### src/rtl/river_crossing_ctrl.sv
// Boat-move sequencer for the farmer/cabbage/goat/wolf puzzle: bank positions, alarm, result and move count.
// Optional build macro: RIVER_UNDO_EN adds a one-deep history so a losing move can be undone.
module river_crossing_ctrl #(
  parameter int unsigned CROSS_CYCLES = 4
) (
  input  logic       clk,
  input  logic       reset,
  input  logic       move_valid,
  input  logic [1:0] move_sel,
  input  logic       restart,
  input  logic       undo,
  output logic [3:0] pos,
  output logic       busy,
  output logic       alarm,
  output logic       illegal,
  output logic       won,
  output logic       lost,
  output logic [7:0] move_count
);

  localparam int unsigned TIMER_W = 8;
  localparam int unsigned COUNT_W = 8;
  localparam logic [TIMER_W-1:0] TIMER_LOAD = TIMER_W'(CROSS_CYCLES - 1);
  localparam logic [COUNT_W-1:0] COUNT_MAX  = '1;

  typedef enum logic [2:0] {
    PLAY  = 3'd0,
    CROSS = 3'd1,
    EVAL  = 3'd2,
    WON   = 3'd3,
    LOST  = 3'd4
  } state_t;

  state_t               state;
  logic [1:0]           sel_q;
  logic [TIMER_W-1:0]   timer;
  logic                 legal_c;
  logic [3:0]           flip_c;

  // Passenger bit index is ~move_sel: cabbage->2, goat->1, wolf->0.
  assign legal_c = (move_sel == 2'b00) || (pos[~move_sel] == pos[3]);

  always_comb begin
    flip_c = 4'b1000;
    case (sel_q)
      2'b01:   flip_c = 4'b1100;
      2'b10:   flip_c = 4'b1010;
      2'b11:   flip_c = 4'b1001;
      default: flip_c = 4'b1000;
    endcase
  end

  // Goat left without the farmer alongside the wolf or the cabbage.
  assign alarm = (pos[1] != pos[3]) && ((pos[1] == pos[0]) || (pos[1] == pos[2]));

  assign busy = (state == CROSS) || (state == EVAL);
  assign won  = (state == WON);
  assign lost = (state == LOST);

`ifdef RIVER_UNDO_EN
  logic [3:0]         hist_pos;
  logic [COUNT_W-1:0] hist_count;
`else
  logic undo_unused;
  assign undo_unused = undo;
`endif

  always_ff @(posedge clk) begin
    if (reset || restart) begin
      state      <= PLAY;
      sel_q      <= 2'b00;
      timer      <= '0;
      pos        <= 4'b0000;
      move_count <= '0;
      illegal    <= 1'b0;
`ifdef RIVER_UNDO_EN
      hist_pos   <= 4'b0000;
      hist_count <= '0;
`endif
    end else begin
      illegal <= 1'b0;
      case (state)
        PLAY: begin
          if (move_valid) begin
            if (legal_c) begin
              sel_q <= move_sel;
              timer <= TIMER_LOAD;
              state <= CROSS;
            end else begin
              illegal <= 1'b1;
            end
          end
        end
        CROSS: begin
          if (timer == '0) begin
            pos <= pos ^ flip_c;
            if (move_count != COUNT_MAX) begin
              move_count <= move_count + COUNT_W'(1);
            end
`ifdef RIVER_UNDO_EN
            hist_pos   <= pos;
            hist_count <= move_count;
`endif
            state <= EVAL;
          end else begin
            timer <= timer - TIMER_W'(1);
          end
        end
        EVAL: begin
          if (alarm) begin
            state <= LOST;
          end else if (pos == 4'b1111) begin
            state <= WON;
          end else begin
            state <= PLAY;
          end
        end
        WON: begin
          state <= WON;
        end
        LOST: begin
`ifdef RIVER_UNDO_EN
          if (undo) begin
            pos        <= hist_pos;
            move_count <= hist_count;
            state      <= PLAY;
          end
`endif
        end
        default: begin
          state <= PLAY;
        end
      endcase
    end
  end

endmodule
### config.mk
export PLATFORM = sky130hd
export DESIGN_NAME = river_crossing_ctrl
export DESIGN_NICKNAME = d
export VERILOG_FILES = /design/src/rtl/river_crossing_ctrl.sv
export SDC_FILE = /design/constraint.sdc
export NUM_CORES = 1
export LEC_CHECK = 0
export BUFFER_PORTS_ARGS = -buffer_cell sky130_fd_sc_hd__buf_2
export CAP_MARGIN = 20
export CORE_MARGIN = 4
export CORE_UTILIZATION = 23
export CTS_CLUSTER_DIAMETER = 50
export CTS_CLUSTER_SIZE = 40
export DETAILED_ROUTE_END_ITERATION = 8
export PLACE_DENSITY = 0.46
export SLEW_MARGIN = 20
export SYNTH_ARGS = -nofsm -noshare
export SYNTH_HDL_FRONTEND = slang
export SYNTH_SLANG_ARGS = --single-unit
### constraint.sdc
create_clock -name clk -period 2.9 [get_ports clk]
set_input_delay 0.435 -clock clk [delete_from_list [all_inputs] [get_ports clk]]
set_output_delay 0.435 -clock clk [all_outputs]
set_load 0.01 [all_outputs]
==> summary.txt <==
======================================================================================
Final critical-path required period                                            2.18 ns
Nets@finish                                                                        209
Global-route congestion overflow total                                               0
CTS clk-pin slew, worst paths                                                  0.10 ns
CTS tree                                                                         built
Global-route wire length before repair                                         6010 um
Number of pins with negative max-slew slack in the final report                      0
Switching power of the nets                                                   0.178 mW
Antenna violations before repair                                                     0
Number of hold buffers added after cts                                               0
Mapped Nets                                                                        187
Commonest cells after routing, fill and taps aside                        dfxtp_1 (26), buf_2 (22), nand2_1 (14)
Initial drt markers                                                                 93
Number of gates resized after cts                                                    0
Die outline width                                                              88.7 um
Combinational family with the most area after synthesis                   simple AND/OR/NAND/NOR gates
Clock tree root buffer cell                                                   clkbuf_8
Setup repair after global routing missed its margin                              false
Mapped Avg Cell Area                                                          8.52 um2
Worst IR drop on VDD                                                        0.000202 V
Worst Reg2Reg Path Length in Cells                                                   6
Setup Skew                                                                  0.00656 ns
Req. time, crit path                                                           3.11 ns
Synthesized-area fraction occupied by ao, oa, aoi and oai cells                  20.7%
Post-DR vias/cell                                                                 4.86
Number of standard-cell rows in the floorplan                                       29
Maximum clock frequency                                                      0.459 GHz
ANT nets after route                                                                 0
Async set-or-reset flop fraction in the synthesized netlist                         0%
Vias in the first global route                                                   1,207
Run status                                                                finished, final reports clean
Area of the mapped netlist                                                    1500 um2
Worst hold slack                                                              0.506 ns
Starting utilization of the core area                                            23.6%
Pin count of the biggest net entering global routing                                21
Die height                                                                     88.7 um
Leak                                                                          0.672 nW
Post-synth EDFFs                                                                     0
Fraction of synthesized area in multiplexers                                     3.34%
Share of cells above drive strength 1                                            18.3%
Data arrival time of the worst path                                            2.38 ns
Port buffer count                                                                   22
Source-to-sink clock delay at the later pin of the worst-skew pair             0.27 ns
Antenna fix cells                                                                    0
DIE AREA                                                                      7870 um2
Worst slew pin tran                                                           0.729 ns
Proportion of total power due to net switching                                   25.5%
Most instantiated flip-flop cell in the synthesis netlist                      dfxtp_1
Buffer count from post-CTS setup fixing                                              0
Number of filler instances in the final layout                                     686
Setup TNS Final                                                                   0 ns
H-tree levels                                                                        1
DPL Wire Length                                                                2630 um
Worst Path Class, Setup                                                   flip-flop to flip-flop
Maximum buffer depth of the clock tree                                               2
Final period utilization                                                         75.1%
Total routing usage reported by global routing                                   9.63%
Final Hold Viols                                                                     0
Most common cell after layout, fill and taps aside                             dfxtp_1
Number of CTS-inserted buffers                                                       3
Xor-xnor portion of the synthesized cell area                                    4.09%
Part of the total power dissipated in sequential elements                        53.0%
Fraction of the yosys area taken by sequential cells                             34.7%
Max-Cap Viols                                                                        0
Number of different library cells in the post-synthesis netlist                     48
Area of the core                                                              6350 um2
Inst Count DP                                                                      270
Number of flip-flops and latches in the synthesized netlist                         26
Internal power consumption                                                    0.520 mW
Final cell count without fillers                                                   274
Area fraction in and, or, nand and nor cells after synthesis                     30.1%
Yosys warnings                                                                       0
Startpoint Class                                                             flip-flop
DR pass1 iterations                                                                  4
DRC                                                                                  0
Setup Viol. Count Final                                                              0
Ports                                                                               24
Class of the tightest hold or removal check                               flip-flop to flip-flop
Weighted congestion reported at the end of routability-driven placement          0.782
Post-Synthesis Cells                                                               176
Total power divided by cell area                                            401 nW/um2
Via count of the routed design                                                   1,333
Avg WL per Cell                                                                13.2 um
Worst rel slew slack                                                             51.2%
Clock network fraction of design power                                           34.5%
Highest fanout seen on the critical path                                            10
Clock sink count                                                                    26
Share of total power in combinational logic                                      12.5%
CP endpoint kind                                                             flip-flop
Total Routed Length                                                            3610 um
Hold depth                                                                           2
Relative area change from synthesis to final layout                              16.3%
Adder-cell share of the synthesized area                                         3.34%
======================================================================================
==> state kept, by name, indices dropped and copies added, names as in the netlist <==
| name | flops |
|---|---|
| illegal | 1 |
| move_count | 8 |
| pos | 4 |
| sel_q | 2 |
| state | 3 |
| timer | 8 |
==> cells in the mapped netlist, drive strengths merged, types with 2 or more instances <==
library cell / n / area share [%]
o41ai: 2 / 1.2
o22ai: 2 / 0.83
nor3: 4 / 2.1
nand3: 5 / 2.0
nand2: 14 / 3.5
o211ai: 2 / 1.0
nor4: 5 / 2.1
or3: 7 / 2.9
ha: 4 / 3.3
or4: 3 / 1.5
or2: 2 / 0.83
nor4b: 3 / 2.8
clkbuf: 3 / 0.75
and3: 3 / 1.3
nand3b: 2 / 1.0
o21ai: 11 / 3.7
a21oi: 13 / 4.3
nand4: 3 / 1.3
mux2i: 5 / 3.3
buf: 3 / 0.92
nor3b: 3 / 2.3
xnor2: 6 / 3.5
dfxtp: 26 / 35
nand2b: 5 / 2.1
o21a: 2 / 1.0
inv: 8 / 2.0
nor2: 10 / 2.5
o31ai: 3 / 1.5
a211oi: 3 / 1.5
==> per-layer routing <==
metal | vias up | track usage, % | part of all wire [%]
met4 | 0 | 2.47 | 0.64
met1 | 629 | 13.3 | 50
met5 | - | 0 | 0
li1 | 693 | - | -
met3 | 2 | 1.96 | 2.5
met2 | 9 | 15.2 | 46
==> per-stage QoR <==
step	total power, mW	setup slack, ns	util (%)	instance area, um2
6_report	0.699	0.723	27.4	1740
5_1_grt	0.740	0.497	27.4	1740
4_1_cts	0.713	0.698	27.4	1740
3_5_place_dp	0.467	0.729	26.6	1690
3_3_place_gp	0.468	0.749	26.6	1690
2_1_floorplan	0.443	1.06	-	1500
==> worst max-delay path, stage by stage (launching register included) <==
cell       delay, ns
dfxtp_1         0.36
inv_1           0.11
ha_1            0.21
nor4b_4         0.45
o2111ai_2       0.40
or3_1           0.44
a21oi_1         0.14
==> layout make-up <==
cell class / count / area (um2) / share of cell area [%]
multi-input cells: 136 / 923 / 53.0
repair buffers: 23 / 118 / 6.75
inverters: 8 / 30.0 / 1.72
well taps: 77 / 96.3 / 5.53
flip-flops and latches: 26 / 520 / 29.9
clock buffers: 4 / 55.1 / 3.16
==> final timing paths <==
kind | start | endpoint | slack (ns)
hold reg to reg | sel_q[1]$_SDFFE_PP0P_ | sel_q[1]$_SDFFE_PP0P_ | 0.51
setup reg to reg | timer[0]$_SDFFE_PP0P_ | move_count[4]$_SDFFE_PP0P_ | 0.72
setup / recovery | timer[0]$_SDFFE_PP0P_ | move_count[4]$_SDFFE_PP0P_ | 0.72
hold / removal | sel_q[1]$_SDFFE_PP0P_ | sel_q[1]$_SDFFE_PP0P_ | 0.51
==> power groups by stage <==
stage,Clock [mW],Sequential (mW),Combinational (mW)
floorplan,0,0.376,0.0668
global placement,0,0.379,0.0891
detailed placement,0,0.379,0.0882
CTS,0.253,0.371,0.0888
global route,0.269,0.372,0.0980
finish,0.241,0.371,0.0873
==> cells by family after synthesis <==
| family | count (synthesis) |
|---|---|
| buffers and inverters | 14 |
| and+or+nand+nor | 73 |
| adders and majority gates | 4 |
| AOI/OAI and AO/OA | 47 |
| muxes | 5 |
| DFF | 26 |
| xor gates and xnor gates | 7 |
Note: power is estimated with default switching activity, not from simulation.
